## src/rtl/arm_pipeline_pkg.sv

```systemverilog
// Shared definitions for the ARM32 pipeline units: NOP encoding, fetch FSM states
// and the fetch-side instruction/address payload.
package arm_pipeline_pkg;

    localparam int unsigned XLEN = 32;
    localparam logic [XLEN-1:0] NOP_INSTR = 32'hE320_F000;

    typedef enum logic [1:0] {
        REQ   = 2'd0,
        WAIT  = 2'd1,
        HOLD  = 2'd2,
        DRAIN = 2'd3
    } fetch_state_t;

    typedef struct packed {
        logic [XLEN-1:0] instr;
        logic [XLEN-1:0] pc;
    } fetch_word_t;

    function automatic logic [XLEN-1:0] word_align(input logic [XLEN-1:0] addr);
        return {addr[XLEN-1:2], 2'b00};
    endfunction

endpackage

```

## src/rtl/fetch_hold_buffer.sv

```systemverilog
// Single-entry skid buffer holding a fetched word that arrived while decode was stalled.
module fetch_hold_buffer
    import arm_pipeline_pkg::*;
(
    input  logic        clk,
    input  logic        rst_n,
    input  logic        load_i,
    input  logic        clear_i,
    input  logic        unload_i,
    input  fetch_word_t word_i,
    output fetch_word_t word_o,
    output logic        full_o
);

    fetch_word_t word_q;
    logic        full_q;

    // Clear/unload win over load; the payload is only rewritten on load.
    always_ff @(posedge clk or negedge rst_n) begin
        if (!rst_n) begin
            word_q <= '0;
            full_q <= 1'b0;
        end else if (clear_i || unload_i) begin
            full_q <= 1'b0;
        end else if (load_i) begin
            word_q <= word_i;
            full_q <= 1'b1;
        end
    end

    assign word_o = word_q;
    assign full_o = full_q;

endmodule

```

## src/rtl/fetch_pipeline_unit.sv

```systemverilog
// Fetch stage: PC generation, single-outstanding instruction memory requests,
// stall absorption via a hold buffer, and branch squash with NOP injection.
module fetch_pipeline_unit
    import arm_pipeline_pkg::*;
#(
    parameter logic [31:0] RESET_PC = 32'h0000_0000
) (
    input  logic        clk,
    input  logic        rst_n,
    input  logic        stall,
    input  logic        branch_taken,
    input  logic [31:0] branch_target,
    output logic        imem_req,
    output logic [31:0] imem_addr,
    input  logic        imem_valid,
    input  logic [31:0] imem_rdata,
    output logic [31:0] instr_out,
    output logic [31:0] pc_out,
    output logic        instr_valid
);

    fetch_state_t state_q, state_d;
    logic [31:0]  pc_q, pc_d;
    logic [31:0]  instr_q, instr_d;
    logic [31:0]  pc_out_q, pc_out_d;
    logic         valid_q, valid_d;

    logic         hb_load, hb_clear, hb_unload, hb_full;
    logic         out_loaded;
    fetch_word_t  hb_word_in, hb_word_out;

    assign hb_word_in = '{instr: imem_rdata, pc: pc_q};

    fetch_hold_buffer u_hold_buffer (
        .clk      (clk),
        .rst_n    (rst_n),
        .load_i   (hb_load),
        .clear_i  (hb_clear),
        .unload_i (hb_unload),
        .word_i   (hb_word_in),
        .word_o   (hb_word_out),
        .full_o   (hb_full)
    );

    always_ff @(posedge clk or negedge rst_n) begin
        if (!rst_n) begin
            state_q  <= REQ;
            pc_q     <= word_align(RESET_PC);
            instr_q  <= NOP_INSTR;
            pc_out_q <= 32'h0;
            valid_q  <= 1'b0;
        end else begin
            state_q  <= state_d;
            pc_q     <= pc_d;
            instr_q  <= instr_d;
            pc_out_q <= pc_out_d;
            valid_q  <= valid_d;
        end
    end

    always_comb begin
        state_d    = state_q;
        pc_d       = pc_q;
        instr_d    = instr_q;
        pc_out_d   = pc_out_q;
        valid_d    = valid_q;
        hb_load    = 1'b0;
        hb_clear   = 1'b0;
        hb_unload  = 1'b0;
        out_loaded = 1'b0;

        case (state_q)
            REQ: state_d = WAIT;
            WAIT: begin
                if (imem_valid) begin
                    pc_d = pc_q + 32'd4;
                    if (!stall) begin
                        instr_d    = imem_rdata;
                        pc_out_d   = pc_q;
                        valid_d    = 1'b1;
                        out_loaded = 1'b1;
                        state_d    = REQ;
                    end else begin
                        hb_load = 1'b1;
                        state_d = HOLD;
                    end
                end
            end
            HOLD: begin
                if (!stall) begin
                    instr_d    = hb_word_out.instr;
                    pc_out_d   = hb_word_out.pc;
                    valid_d    = 1'b1;
                    hb_unload  = 1'b1;
                    out_loaded = 1'b1;
                    state_d    = REQ;
                end
            end
            DRAIN: if (imem_valid) state_d = REQ;
            default: state_d = REQ;
        endcase

        // Decode consumes the output every unstalled cycle; refill with a bubble.
        if (!stall && !out_loaded) begin
            instr_d = NOP_INSTR;
            valid_d = 1'b0;
        end

        // Redirect overrides stall and any load decided above.
        if (branch_taken) begin
            pc_d      = word_align(branch_target);
            instr_d   = NOP_INSTR;
            valid_d   = 1'b0;
            pc_out_d  = pc_out_q;
            hb_load   = 1'b0;
            hb_unload = 1'b0;
            hb_clear  = 1'b1;
            if (state_q == REQ) begin
                state_d = DRAIN;
            end else if (state_q == HOLD) begin
                state_d = REQ;
            end else begin
                state_d = imem_valid ? REQ : DRAIN;
            end
        end
    end

    // The request strobe is a decode of the state, masked while reset is held.
    assign imem_req    = rst_n && (state_q == REQ);
    assign imem_addr   = pc_q;
    assign instr_out   = instr_q;
    assign pc_out      = pc_out_q;
    assign instr_valid = valid_q;

    assert property (@(posedge clk) disable iff (!rst_n)
        imem_valid |-> (state_q == WAIT || state_q == DRAIN));

endmodule

```

## config.mk

```make
export PLATFORM = sky130hd
export DESIGN_NAME = fetch_pipeline_unit
export DESIGN_NICKNAME = d
export VERILOG_FILES = /design/src/rtl/arm_pipeline_pkg.sv /design/src/rtl/fetch_hold_buffer.sv /design/src/rtl/fetch_pipeline_unit.sv
export SDC_FILE = /design/constraint.sdc
export NUM_CORES = 1
export LEC_CHECK = 0
export BUFFER_PORTS_ARGS = -buffer_cell sky130_fd_sc_hd__buf_4
export CAP_MARGIN = 20
export CORE_ASPECT_RATIO = 2
export CORE_MARGIN = 1.5
export CORE_UTILIZATION = 54
export CTS_CLUSTER_SIZE = 28
export DETAILED_ROUTE_END_ITERATION = 6
export GPL_TIMING_DRIVEN = 0
export MAX_ROUTING_LAYER = met4
export PLACE_DENSITY = 0.9
export SLEW_MARGIN = 20
export SYNTH_ARGS = -nofsm -noshare
export SYNTH_HDL_FRONTEND = slang
export SYNTH_SLANG_ARGS = --single-unit
```

## constraint.sdc

```tcl
create_clock -name clk -period 3.6 [get_ports clk]
set_clock_uncertainty 0.15 [all_clocks]
set_input_delay 0.72 -clock clk [delete_from_list [all_inputs] [get_ports clk]]
set_output_delay 0.72 -clock clk [all_outputs]
set_load 0.005 [all_outputs]
```

# --- Word level (Yosys, flattened, before mapping) ---
# Cells that the tools add are included.
totals:
  regBits: 163
  latch_bits: 0
  ramBits: 0
  rom_bits: 0
  inputBits: 69
  wordCells: 75
  n_memories: 0
op_classes:
  addsub: 1
  multipliers: 0
  n_div: 0
  order_cmp: 0
  n_eq_ne: 12
  n_shift: 0
  muxes: 37
  bitwise_logic: 2
  reduce_logical: 16
op_table:
  columns: ["operator", "count"]
  rows:
  - ["two-way mux 32 bit", 11]
  - ["one-hot mux 32 bit (2 select lines)", 2]
  - ["adder 32 x 3 -> 32 bit (second input constant)", 1]
  - ["two-way mux 2 bit", 8]
  - ["two-way mux 1 bit", 13]
  - ["!= test 4 bit (second input constant)", 3]
  - ["!= test 3 bit (second input constant)", 3]
  - ["one-hot mux 2 bit (4 select lines)", 1]
  - ["!= test 2 bit (second input constant)", 3]
  - ["AND reduction 2 bit", 3]
  - ["nonzero test 2 bit", 3]
  - ["AND reduction 5 bit", 1]
  - ["== test 2 bit (second input constant)", 2]
  - ["one-hot mux 1 bit (2 select lines)", 2]
  - ["AND reduction 4 bit", 1]
  - ["nonzero test 4 bit", 1]
  - ["AND reduction 3 bit", 1]
  - ["== test 2 x 1 -> 1 bit (second input constant)", 1]
  - ["logical AND 1 bit", 2]
  - ["logical NOT 1 bit", 2]
  - ["logical NOT 2 bit", 1]
  - ["NOT 1 bit", 2]
  - ["logical OR 1 bit", 1]

# --- Depth between registers and ports, before layout ---
# Gate-level depths: netlist of the first run.
logic_depth:
  depth_word: 7
  depth_mapped: 8
  depth_no_buf: 6

# --- By module ---
# A second synthesis of the first run with hierarchy kept.
hier_totals:
  hier_cells: 681
  area_unflattened_um2: 7997.7
modules_own_cells:
  columns: ["module", "instances", "cells_per_inst", "area_per_inst_um2", "seq_area_each_um2"]
  rows:
  - ["fetch_pipeline_unit", 1, 542, 5272.6, 2439.8]
  - ["fetch_hold_buffer", 1, 139, 2725.1, 1626.6]

# --- Least setup slack after synthesis of the first run ---
# OpenSTA, ideal clock, no wires.
synth_path:
  kind: "in2reg"
  startpoint: "input branch_taken"
  endpoint: "register u_hold_buffer.word_q (netlist bit u_hold_buffer.word_o[10])"
  t_arrival_ns: 2.097
  required_ns: 3.325
  path_slack_ns: 1.228
  path_stages: 5
  path_cell_list: "clkbuf_1 clkinv_1 nand3_1 clkbuf_1 mux2_2"
synth_via:
  elab_chain_len: 4
  elab_cells_between_ends: 6
synth_lines:
  columns: ["element", "line_no", "rtl"]
  rows:
  - ["start, declared", "fetch_pipeline_unit.sv:11", "input logic branch_taken,"]
  - ["two-way mux 1 bit", "fetch_pipeline_unit.sv:110", "if (branch_taken) begin"]
  - ["logical OR 1 bit", "fetch_hold_buffer.sv:23", "end else if (clear_i || unload_i) begin"]
  - ["NOT 1 bit (no line)", null, null]
  - ["AND reduction 2 bit (no line) *", null, null]
  - ["end signal, assigned", "fetch_hold_buffer.sv:26", "word_q <= word_i;"]
  - ["end, declared", "fetch_hold_buffer.sv:15", "fetch_word_t word_q;"]
# Mark *: on every way between the ends. The rest lies on a longest branch, timed or not.
# A chain may end at the register's enable or synchronous reset.

# --- Worst setup path after layout of the first run ---
layout_path:
  startpoint: "register state_q[0]"
  endpoint: "register instr_q[24] (netlist: instr_out[24])"
layout_via:
  elab_chain_len: 6
  elab_cells_between_ends: 13
layout_lines:
  columns: ["element", "line_no", "rtl"]
  rows:
  - ["start, declared", "fetch_pipeline_unit.sv:22", "fetch_state_t state_q, state_d;"]
  - ["start signal, assigned", "fetch_pipeline_unit.sv:53", "state_q <= state_d;"]
  - ["== test 2 bit or == test 2 x 1 -> 1 bit (tied branches)", "fetch_pipeline_unit.sv:72", "case (state_q)"]
  - ["one-hot mux 1 bit (2 select lines)", "fetch_pipeline_unit.sv:72", null]
  - ["logical NOT 1 bit", "fetch_pipeline_unit.sv:104", "if (!stall && !out_loaded) begin"]
  - ["logical AND 1 bit", "fetch_pipeline_unit.sv:104", null]
  - ["!= test 4 bit (no line), or another cell as far along", null, null]
  - ["AND reduction 4 bit (no line) or two-way mux 32 bit (tied branches)", null, null]
  - ["end signal, assigned", "fetch_pipeline_unit.sv:55", "instr_q <= instr_d;"]
  - ["end, declared", "fetch_pipeline_unit.sv:24", "logic [31:0] instr_q, instr_d;"]
# Parallel ways exist; a longest one is shown, timed or not.

==> run summary, run 1 <==
For this run, the post-layout net count is between 900 and 1k. The final critical delay including setup and external delays is 3.00 ns. The number of enable flip-flop cells after synthesis is 0. Summing every instance area after synthesis gives between 7000 and 8000 um^2. The simple logic cell fraction of the synthesized area came out at 12.4%. The I/O pin count came out at ~170. The power per unit of standard cell area came out at between 700 and 800 nW/um^2. In this run the tool buffered the top-level ports with around 160 buffer cells. The first TritonRoute pass finished after 6 iterations. The most frequent standard cell in the layout excluding fill and tap cells is sky130_fd_sc_hd__buf_4. The total detailed-routing wirelength is around 20000 um. The worst setup path is launched from a register. The vertical extent of the die came out at approximately 170 um. The worst pin sits at a relative slew slack of a little under half. The xor-xnor portion of the synthesized cell area came out at between 1 and 1.5%. For this run, the number of Yosys warnings is 0. Global routing consumed, on the met1 layer, a little under a third of the routing resources. The area of all placed cells without fillers is between 9000 and 10000 um^2. The synthesized-area fraction occupied by ao, oa, aoi and oai cells is 8.18%. The post-synthesis sequential element count came out at 157. The starting DRC count in detailed routing is 384.

The number of clock buffers inserted by TritonCTS is 17. Synthesis produced a netlist whose cell count is ~680. The share of layout cells above drive strength 1 came out at between 30% and 40%.

The share of power burned in the clock network is between 20% and 30%. The met2 routing resource usage after global routing came out at between 50% and 60%. For this block, the via count after detailed routing is between 6k and 7k. The area growth from synthesis to layout came out at 26.5%. The met3 global-route usage is between 5 and 6%. The count of final setup violators is 0. Setup repair after global routing left no endpoint under its margin. The share of cell area taken by muxes after synthesis came out at 20.7%. Leaving out fill and tap cells, the most frequent cells in the layout are 161 x sky130_fd_sc_hd__buf_4, 147 x sky130_fd_sc_hd__dfrtp_1, 82 x sky130_fd_sc_hd__mux2_2. Hold is met by around 0.075 ns. The number of setup buffers added after CTS came out at 0. The die covers 14700 um^2. Detailed placement finished with a half-perimeter wire length of ~14000 um. The data arrival at the endpoint of the critical path came out at approximately 3.2 ns. Hold repair after CTS inserted 0 buffers. The max-cap check violation count came out at 0. The number of antenna violations at the first check in global routing is 0. The count of nets left with antenna violations once routing finished came out at 0.

The post-cts gate resize count is 0. The register clock-pin slew on the reported worst setup and hold paths is roughly 0.06 ns. The chip width is around 86 um. The maximum root-to-sink buffer count is 2. The maximum number of pins on one net before global-route repair is 85. The highest attainable clock frequency is between 0.3 and 0.4 GHz. The transition time of the tightest slew-check pin came out at 0.819 ns. In the global route stage, overall resource usage came out at ~29%.

The critical path in this run is classified as register to register. After global routing, the most crowded layer is met2. The root buffer cell chosen for the clock tree is sky130_fd_sc_hd__clkbuf_16.

Counting every sink on the clock net gives about 160. The flow ran to the end, and the final reports show no timing, DRC or antenna violations. STA classifies the critical path endpoint as a register. The number of global-route vias before repair was between 6k and 7k. The clock latency reported for the late side of the worst-skew pair came out at between 0.4 and 0.5 ns.

The cell-internal power came out at approximately 4.6 mW. The CTS H-tree depth came out at 4. After Yosys synthesis, full adders, half adders and majority gates account for 0.998% of the synthesized area. The site row count is 60. Among all flip-flop cells after synthesis, the most frequent one is sky130_fd_sc_hd__dfrtp_1. The DRC violation count after routing came out at 0. Summed over all layers, the global routing overflow is 0. For the worst setup path, the data required time is roughly 3.8 ns. The min-delay analysis places its worst path in the category input port to asynchronous set/reset pin. The final number of max-transition violations is 0.

TritonCTS built the clock tree. The via-per-instance ratio came out at 6.10. The largest family of logic cells by synthesized area is multiplexers. Counting flops with an async set or reset pin after synthesis yields a share of 100%.

The sequential element share of the synthesized area is a little over half. The switching share of power is between 30% and 40%. Yosys mapped the design onto 43 distinct sky130hd cell types.

The mean instance size in the synthesized netlist came out at 11.1 um^2. The peak supply drop is approximately 0.60 mV. The aggregate negative setup slack is 0 ns.

The global-route wire length before repair is 32000 um. The final critical path takes up 83.3% of the cycle. Sequential cells account for a little over two fifths of the total power.

The placeable core region is around 14000 um^2. The final hold violation count is 0. At the end of routability-driven placement, the weighted congestion stood at 0.921. The net switching power of the design came out at 2.22 mW. Combinational logic burns 32.7% of the power. The number of inserted diodes is 0. The initial core utilization came out at a little under three fifths. The layout has between 900 and 1k filler cells. The leakage dissipation came out at between 4 and 5 nW.

Along the worst path, the maximum fanout reaches 10. Dividing the detail-routed wire length by the instance count gives about 20 um. The placed standard-cell area is a little under 9000 um^2.
-- cells by family after synthesis --
family	count (synthesis)
flip-flops	157
XOR/XNOR	12
multiplexers	145
adder cells (fa/ha/maj)	6
buffers and inverters	67
AO/OA/AOI/OAI	103
other	1
AND/OR/NAND/NOR	184
-- metrics by stage --
step | std cells | power (mW) | utilization (%) | worst slack [ns]
3_5_place_dp | 992 | 5.08 | 66.2 | 0.543
6_report | 1024 | 6.81 | 70.4 | 0.603
4_1_cts | 1024 | 6.82 | 70.4 | 0.700
5_1_grt | 1024 | 7.19 | 70.4 | 0.425
3_3_place_gp | 991 | 4.95 | 66.0 | 0.0448
2_1_floorplan | 678 | 4.10 | - | 1.23
-- power by group through the flow --
stage               clock network [mW]  registers, mW  logic [mW]
detailed placement                   0           2.85        2.23
finish                            1.74           2.84        2.23
CTS                               1.75           2.83        2.24
global placement                     0           2.82        2.14
global route                      1.83           2.91        2.45
floorplan                            0           2.78        1.31
-- metal layers --
layer | vias to the layer above | share of wire, % | routed length [um]
met4 | 0 | 4.4 | 899
met5 | - | 0 | 0
met1 | 3069 | 35 | 7140
met3 | 76 | 5.6 | 1140
li1 | 2788 | - | -
met2 | 314 | 55 | 11100
-- final timing paths --
| check | from | end | slack (ns) | cells past startpoint |
|---|---|---|---|---|
| hold reg to reg | instr_out[25] | instr_out[25] | 0.32 | 2 |
| setup / recovery | state_q[0] | instr_out[24] | 0.60 | 7 |
| min in group clk | instr_out[25] | instr_out[25] | 0.32 | 2 |
| setup reg to reg | state_q[0] | instr_out[24] | 0.60 | 7 |
| max in group asynchronous | rst_n | imem_addr[24] | 2.40 | 2 |
| hold / removal | rst_n | u_hold_buffer.word_o[60] | 0.08 | 1 |
-- sequential cells by signal (all words and copies together) (netlist names) --
register and cells:
instr_out 32, pc_out 30, state_q 2, u_hold_buffer.word_o 62, instr_valid 1, imem_addr 30
-- cell type report --
class                   instances  area (um^2)  share of cell area, %
multi-input cells             454         3300                   34.6
plain buffers                  51          235                   2.47
flip-flops and latches        157         3940                   41.4
clock inverters                12          111                   1.17
well taps                     155          194                   2.04
clock buffers                  20          457                   4.80
inverters                      16         60.1                  0.631
repair buffers                159         1220                   12.8
-- synth_stat cells (all sizes together) (2+ instances only) --
cell type | count | area [um^2]
dfstp | 10 | 263
nor4 | 6 | 37.5
xnor2 | 8 | 70.1
o31ai | 8 | 60.1
mux2i | 63 | 631
clkbuf | 34 | 128
buf | 17 | 108
nand4 | 12 | 81.3
xor2 | 4 | 35.0
and4 | 4 | 35.0
or3 | 8 | 50.1
nor3 | 25 | 125
nor2b | 11 | 68.8
mux2 | 82 | 923
o31a | 2 | 17.5
nand3 | 12 | 60.1
nand2 | 63 | 236
dfrtp | 147 | 3680
a2111oi | 10 | 87.6
nand2b | 2 | 12.5
or4 | 9 | 67.6
a31oi | 15 | 93.8
a21oi | 7 | 35.0
nor2 | 20 | 75.1
and3 | 3 | 18.8
ha | 6 | 75.1
and2 | 5 | 31.3
inv | 15 | 56.3
o21ai | 56 | 280
-- critical path, cell delays in order, from the launching register on --
cell,delay (ns)
sky130_fd_sc_hd__dfrtp_1,0.43
sky130_fd_sc_hd__inv_1,0.17
sky130_fd_sc_hd__ha_1,0.25
sky130_fd_sc_hd__clkbuf_1,0.38
sky130_fd_sc_hd__clkbuf_1,0.59
sky130_fd_sc_hd__nor2b_1,0.12
sky130_fd_sc_hd__a2111oi_0,0.65
sky130_fd_sc_hd__mux2i_1,0.17
Power figures use the tool's default switching activity.
==> run 2: changes to the inputs <==
==> constraint.sdc (replaced) <==
create_clock -name clk -period 3 [get_ports clk]
set_clock_uncertainty 0.15 [all_clocks]
set_input_delay 0.6 -clock clk [delete_from_list [all_inputs] [get_ports clk]]
set_output_delay 0.6 -clock clk [all_outputs]
set_load 0.005 [all_outputs]
==> run summary, run 2 (same netlist as run 1, synthesis figures left out) <==
The average wire per standard cell came to 19.9 um (was 19.8 um). The number of flip-flops in the largest register came out at 62 (unchanged). The via count is 6203 (was 6247). The max-cap check violation count is 0 (unchanged). The length of the first detailed-routing pass in iterations came to 7 (was 6).

The post-layout instance count excluding filler cells is 1024 (unchanged). The cell-internal power is 5.51 mW (was 4.59 mW). The endpoint type of the worst setup path was a register (unchanged).

The maximum number of pins on one net before global-route repair came out at 85 (unchanged). The TritonCTS sink count came out at 157 (unchanged). The number of I/O port buffers came out at 158 (unchanged). The total global routing overflow is 0 (unchanged).

Most frequent cells in the layout: 161 x sky130_fd_sc_hd__buf_4, 147 x sky130_fd_sc_hd__dfrtp_1, 82 x sky130_fd_sc_hd__mux2_2 (unchanged). The switching share of power came out at 32.7% (was 32.6%). The peak supply drop is 0.720 mV (was 0.601 mV). Outcome: finished, violations left (was finished clean). The register clock-pin slew on the reported worst setup and hold paths came out at 0.06 ns (about the same).

The number of global-route vias before repair came out at 6256 (unchanged). The proportion of power drawn by flip-flops and latches came out at 41.6% (was 41.7%). The global-route wire length before repair is 32000 um (unchanged). The post-cts gate resize count is 0 (unchanged). The DRC violation count after routing is 0 (unchanged). The site row count is 60 (unchanged). The type of the worst setup path is register to register (unchanged). The checks that failed: hold timing.

Cell-by-cell listing of the critical path: inv_1 -> ha_1 -> clkbuf_1 -> and2_1 -> nand3_1 -> clkbuf_1 -> mux2_2 (was inv_1 -> ha_1 -> clkbuf_1 -> clkbuf_1 -> nor2b_1 -> a2111oi_0 -> mux2i_1). The transition time of the tightest slew-check pin came out at 0.811 ns (was 0.819 ns). The I/O pin count is 167 (unchanged). The area growth from synthesis to layout came to 26.7% (was 26.5%). The highest attainable clock frequency is 0.353 GHz (was 0.334 GHz). The library cell used as clock root buffer was sky130_fd_sc_hd__clkbuf_16 (unchanged). The remaining number of nets flagged by the antenna check after routing came out at 0 (unchanged). The number of nets in the layout came out at 931 (unchanged). The data arrival at the endpoint of the critical path came out at 3.00 ns (was 3.17 ns).

The starting DRC count in detailed routing was 380 (was 384). The CTS H-tree depth is 4 (unchanged). The aggregate negative setup slack came to 0 ns (unchanged). The number of setup buffers added after CTS came out at 0 (unchanged). The cell total after placement came out at 992 (unchanged). The share of power burned in the clock network came to 25.6% (about the same). The power per unit of standard cell area came out at 859 nW/um^2 (was 716 nW/um^2). The most frequent standard cell in the layout excluding fill and tap cells is sky130_fd_sc_hd__buf_4 (unchanged). The clock latency reported for the late side of the worst-skew pair is 0.43 ns (about the same). The maximum root-to-sink buffer count is 2 (unchanged). The via-per-instance ratio was 6.06 (was 6.10).

The initial core utilization is 55.7% (unchanged). The chip width is 86.5 um (unchanged). The number of inserted diodes came to 0 (unchanged).

The net switching power of the design came out at 2.67 mW (was 2.22 mW). The total detailed-routing wirelength is 20300 um (about the same). The number of antenna violations at the first check in global routing came out at 0 (unchanged). The worst setup margin is 0.170 ns (was 0.603 ns). The die area is 14700 um^2 (unchanged). The total buffers and inverters traversed by the critical path came to 3 (unchanged). The detailed placement HPWL is 14400 um (unchanged). The sort of element at the start of the critical path is a register (unchanged). The final-layout worst hold slack is -0.0320 ns (was 0.0753 ns). The final number of max-transition violations came to 0 (unchanged). The power after layout is 8.18 mW (was 6.81 mW). The critical path data required time came to 3.17 ns (was 3.77 ns). The placed standard-cell area is 8950 um^2 (unchanged).

The delay of the slowest cell on the worst path came to 0.43 ns (was 0.65 ns). The final critical delay including setup and external delays came out at 2.83 ns (was 3.00 ns). The total track usage came out at 29.4% (unchanged). The maximum fanout along the worst path is 10 (unchanged).

The number of clock buffers inserted by TritonCTS is 17 (unchanged). Unrepaired setup endpoints after global routing: false (unchanged). The max-slew headroom at the worst pin came out at 46.0% (was 45.4%). The TritonCTS clock tree was yes (unchanged). The number of hold buffers added after cts came to 0 (unchanged).

The cell with the most instances on the worst path is sky130_fd_sc_hd__clkbuf_1 (unchanged). The leakage dissipation came out at 4.30 nW (was 4.29 nW). The final hold violation count is 14 (was 0). The class of the worst hold path is input port to asynchronous set/reset pin (unchanged). The worst slack after detailed placement is 0.0630 ns (was 0.543 ns). The placeable core region came to 13500 um^2 (unchanged).

The area of all placed cells without fillers came out at 9530 um^2 (was 9520 um^2). The share of the clock period used by the worst path after layout came out at 94.3% (was 83.3%). The share of layout cells above drive strength 1 is 35.2% (was 34.6%). The portion of total power attributed to combinational logic is 32.8% (was 32.7%).

The cell family with the largest share of critical-path delay is buffers and inverters (unchanged). The vertical extent of the die came out at 170 um (unchanged). The slowest stage cell on the critical path is sky130_fd_sc_hd__clkbuf_1 (was sky130_fd_sc_hd__a2111oi_0). The count of final setup violators is 0 (unchanged). The final weighted congestion in routability-driven placement came out at 0.921 (unchanged).
==> run 2: cell types whose count changed in the layout (fill, tap and decap cells not counted) <==
cell / change
sky130_fd_sc_hd__a2111oi_0: -1
sky130_fd_sc_hd__a2111oi_1: +1
sky130_fd_sc_hd__a21oi_1: -1
sky130_fd_sc_hd__a21oi_2: +1
sky130_fd_sc_hd__clkbuf_1: -4
sky130_fd_sc_hd__clkbuf_2: +4
==> run 2: area by class of cell <==
cell class | count | area [um^2]
Tap cell | 155 | 194
Buffer | 51 | 240
Sequential cell | 157 | 3940
Inverter | 16 | 60.1
Multi-Input combinational cell | 454 | 3300
Timing Repair Buffer | 159 | 1220
Clock buffer | 20 | 457
Clock inverter | 12 | 111
Fill cell | 961 | 3990
==> run 2: per-stage QoR <==
stage / hold WS, ns / utilization (%)
2_1_floorplan: 0.154 / -
3_3_place_gp: 0.309 / 66.0
3_5_place_dp: 0.317 / 66.2
4_1_cts: 0.00205 / 70.4
5_1_grt: 0.0311 / 70.5
6_report: -0.0320 / 70.5
==> run 2: path summary, 6_finish.rpt <==
path | slack, ns | to | cells past startpoint | from
worst max-delay path | 0.17 | u_hold_buffer.word_o[62] | 7 | state_q[1]
max in group asynchronous | 1.91 | imem_addr[20] | 2 | rst_n
min in group clk | 0.23 | imem_addr[13] | 3 | branch_target[13]
worst min-delay path | -0.03 | u_hold_buffer.word_o[60] | 1 | rst_n
worst min register to register | 0.32 | instr_out[25] | 2 | instr_out[25]
worst max register to register | 0.17 | u_hold_buffer.word_o[62] | 7 | state_q[1]
==> run 2: power groups by stage <==
stage / Sequential [mW] / Clock [mW] / Combinational [mW]
CTS: 3.40 / 2.10 / 2.69
global placement: 3.38 / 0 / 2.56
finish: 3.41 / 2.09 / 2.68
floorplan: 3.34 / 0 / 1.58
detailed placement: 3.43 / 0 / 2.68
global route: 3.49 / 2.19 / 2.95
==> run 2: worst reg2reg max path: stages (launching register included) <==
cell and delay [ns]:
sky130_fd_sc_hd__dfrtp_1 0.41, sky130_fd_sc_hd__inv_1 0.15, sky130_fd_sc_hd__ha_1 0.21, sky130_fd_sc_hd__clkbuf_1 0.37
sky130_fd_sc_hd__and2_1 0.21, sky130_fd_sc_hd__nand3_1 0.42, sky130_fd_sc_hd__clkbuf_1 0.43, sky130_fd_sc_hd__mux2_2 0.36
==> run 2: metal layers <==
layer	track usage, %	part of all wire, %
met5	-	0
met4	14.4	4.2
met3	5.24	5.6
met2	51.1	55
met1	31.7	35
==> run 3: changes to the inputs <==
--- a/config.mk
+++ b/config.mk
@@ -8,13 +8,12 @@
 export BUFFER_PORTS_ARGS = -buffer_cell sky130_fd_sc_hd__buf_4
 export CAP_MARGIN = 20
 export CORE_ASPECT_RATIO = 2
-export CORE_MARGIN = 1.5
-export CORE_UTILIZATION = 54
+export CORE_UTILIZATION = 49
 export CTS_CLUSTER_SIZE = 28
 export DETAILED_ROUTE_END_ITERATION = 6
 export GPL_TIMING_DRIVEN = 0
 export MAX_ROUTING_LAYER = met4
-export PLACE_DENSITY = 0.9
+export PLACE_DENSITY = 0.86
 export SLEW_MARGIN = 20
 export SYNTH_ARGS = -nofsm -noshare
 export SYNTH_HDL_FRONTEND = slang
==> constraint.sdc (replaced) <==
create_clock -name clk -period 2.47 [get_ports clk]
set_clock_uncertainty 0.15 [all_clocks]
set_input_delay 0.494 -clock clk [delete_from_list [all_inputs] [get_ports clk]]
set_output_delay 0.494 -clock clk [all_outputs]
set_load 0.005 [all_outputs]
==> run summary, run 3 (same netlist as run 1, synthesis figures left out) <==
Violations in the final reports: hold timing (unchanged). Unrepaired setup endpoints after global routing: true (was false). The number of flip-flops in the largest register came out at 62 (unchanged).

The average wire per standard cell is 18.7 um (was 19.9 um). The peak supply drop is 0.614 mV (was 0.720 mV). The via-per-instance ratio came out at 5.67 (was 6.06). The switching share of power came out at 33.2% (was 32.7%). The sort of element at the start of the critical path was a register (unchanged). The initial core utilization is 50.5% (was 55.7%). The placed standard-cell area came out at 9000 um^2 (was 8950 um^2). The number of clock buffers inserted by TritonCTS is 17 (unchanged).

The maximum number of pins on one net before global-route repair is 88 (was 85). The endpoint type of the worst setup path is a register (unchanged). The area of all placed cells without fillers is 9650 um^2 (was 9530 um^2).

The maximum fanout along the worst path is 7 (was 10). Most frequent cells in the layout: 175 x sky130_fd_sc_hd__buf_4, 147 x sky130_fd_sc_hd__dfrtp_1, 82 x sky130_fd_sc_hd__mux2_2 (was 161 x sky130_fd_sc_hd__buf_4, 147 x sky130_fd_sc_hd__dfrtp_1, 82 x sky130_fd_sc_hd__mux2_2). Outcome: finished, violations left (unchanged). The chip width is 89.6 um (was 86.5 um). The critical path data required time came out at 2.67 ns (was 3.17 ns). The length of the first detailed-routing pass in iterations is 5 (was 7). The share of the clock period used by the worst path after layout came out at 98.7% (was 94.3%). The final hold violation count came out at 61 (was 14). The max-cap check violation count came out at 0 (unchanged). The TritonCTS sink count came to 157 (unchanged). The starting DRC count in detailed routing is 381 (was 380).

The vertical extent of the die came out at 177 um (was 170 um). The transition time of the tightest slew-check pin was 0.678 ns (was 0.811 ns). The number of antenna violations at the first check in global routing is 0 (unchanged). The total buffers and inverters traversed by the critical path was 1 (was 3). The remaining number of nets flagged by the antenna check after routing is 0 (unchanged). The detailed placement HPWL came out at 14400 um (about the same). The number of nets in the layout is 939 (was 931). The type of the worst setup path is register to register (unchanged). The site row count is 63 (was 60).

The power per unit of standard cell area is 1030 nW/um^2 (was 859 nW/um^2). The total detailed-routing wirelength is 20100 um (was 20300 um). The I/O pin count came out at 167 (unchanged).

The data arrival at the endpoint of the critical path came out at 2.64 ns (was 3.00 ns). The cell-internal power came out at 6.62 mW (was 5.51 mW). The highest attainable clock frequency came to 0.410 GHz (was 0.353 GHz). The via count is 6073 (was 6203).

The placeable core region is 14900 um^2 (was 13500 um^2). The CTS H-tree depth is 4 (unchanged). The share of layout cells above drive strength 1 came to 37.1% (was 35.2%). The delay of the slowest cell on the worst path came out at 0.53 ns (was 0.43 ns). The total track usage is 27.2% (was 29.4%). The final critical delay including setup and external delays is 2.44 ns (was 2.83 ns). The most frequent standard cell in the layout excluding fill and tap cells is sky130_fd_sc_hd__buf_4 (unchanged). The final-layout worst hold slack is -0.197 ns (was -0.0320 ns).

The DRC violation count after routing came out at 0 (unchanged). The global-route wire length before repair came out at 31300 um (was 32000 um). The net switching power of the design came out at 3.29 mW (was 2.67 mW). The number of I/O port buffers came out at 158 (unchanged). The area growth from synthesis to layout is 28.4% (was 26.7%).

The number of fillers in the final layout came out at 1153 (was 961). The total global routing overflow is 0 (unchanged). The cell family with the largest share of critical-path delay is simple AND/OR/NAND/NOR gates (was buffers and inverters). The clock latency reported for the late side of the worst-skew pair came out at 0.43 ns (about the same).

The maximum root-to-sink buffer count came out at 2 (unchanged). The leakage dissipation was 4.36 nW (was 4.30 nW). The class of the worst hold path was input port to asynchronous set/reset pin (unchanged). The TritonCTS clock tree was yes (unchanged). The proportion of power drawn by flip-flops and latches is 41.9% (was 41.6%). The portion of total power attributed to combinational logic came out at 33.6% (was 32.8%). The slowest stage cell on the critical path is sky130_fd_sc_hd__or3_1 (was sky130_fd_sc_hd__clkbuf_1). The count of final setup violators came out at 0 (unchanged).

The die area was 15900 um^2 (was 14700 um^2). The max-slew headroom at the worst pin was 54.4% (was 46.0%). The share of power burned in the clock network came out at 24.5% (was 25.6%).

The number of global-route vias before repair came out at 6183 (was 6256). The number of inserted diodes came to 0 (unchanged). The library cell used as clock root buffer is sky130_fd_sc_hd__clkbuf_16 (unchanged). The final number of max-transition violations came out at 0 (unchanged). Cell-by-cell listing of the critical path: inv_2 -> ha_1 -> nand4_1 -> or3_1 -> or4_1 -> a31oi_1 (was inv_1 -> ha_1 -> clkbuf_1 -> and2_1 -> nand3_1 -> clkbuf_1 -> mux2_2). The register clock-pin slew on the reported worst setup and hold paths is 0.07 ns (was 0.06 ns). The final weighted congestion in routability-driven placement was 0.870 (was 0.921).
run 3: stage by stage:
step	power (mW)	std cells	TNS [ns]	util, %	worst slack (ns)
after CTS	9.90	1069	0	64.5	0.00893
after global placement	7.23	1031	-28.61	60.2	-0.601
after floorplan	5.97	678	0	-	0.170
after global routing	10.5	1072	-0.0531	64.8	-0.0346
final	9.91	1072	0	64.8	0.0321
after detailed placement	7.41	1032	-33.99	60.4	-0.415
run 3: power by group through the flow:
| stage | logic [mW] | registers [mW] | clock network (mW) |
|---|---|---|---|
| 6_report | 3.33 | 4.15 | 2.43 |
| 5_1_grt | 3.66 | 4.25 | 2.57 |
| 4_1_cts | 3.31 | 4.13 | 2.46 |
| 3_5_place_dp | 3.24 | 4.17 | 0 |
| 3_3_place_gp | 3.11 | 4.11 | 0 |
| 2_1_floorplan | 1.91 | 4.06 | 0 |
run 3: path summary, 6_finish.rpt:
kind / start / to / slack [ns] / depth (start not counted)
hold / removal: rst_n / instr_out[27] / -0.20 / 1
hold reg to reg: instr_out[21] / instr_out[21] / 0.32 / 2
setup / recovery: state_q[1] / imem_addr[15] / 0.03 / 6
setup reg to reg: state_q[1] / imem_addr[15] / 0.03 / 6
max in group asynchronous: rst_n / u_hold_buffer.word_o[20] / 1.62 / 2
min in group clk: branch_target[7] / imem_addr[7] / 0.12 / 3
run 3: final cells by class:
type                    count  area (um^2)  area share (%)
well taps                 195          244            2.53
clock inverters            14          110            1.14
clock buffers              18          429            4.45
flip-flops and latches    157         3940            40.8
repair buffers            167         1290            13.3
multi-input cells         454         3310            34.3
inverters                  16         60.1           0.622
plain buffers              51          272            2.81
run 3: repair_timing:
action	in CTS	in global routing
resized for setup	17	15
buffers inserted	5	3
endpoints found under the hold margin	61	61
setup endpoints to repair	134	130
pin swaps	3	2
run 3: worst reg2reg max path: cells and delay by family (launching register included):
family | cells | cell delay (ns)
simple gates | 3 | 1.27
buf+inv | 1 | 0.12
flops | 1 | 0.44
compound gates | 1 | 0.17
fa+ha+maj | 1 | 0.20
run 3: metal layers:
layer | track usage (%) | up-vias | wire length, um
li1 | - | 2802 | -
met1 | 28.7 | 2964 | 7360
met2 | 47.7 | 258 | 11100
met3 | 4.29 | 49 | 987
met4 | 13.5 | 0 | 656
met5 | - | - | 0
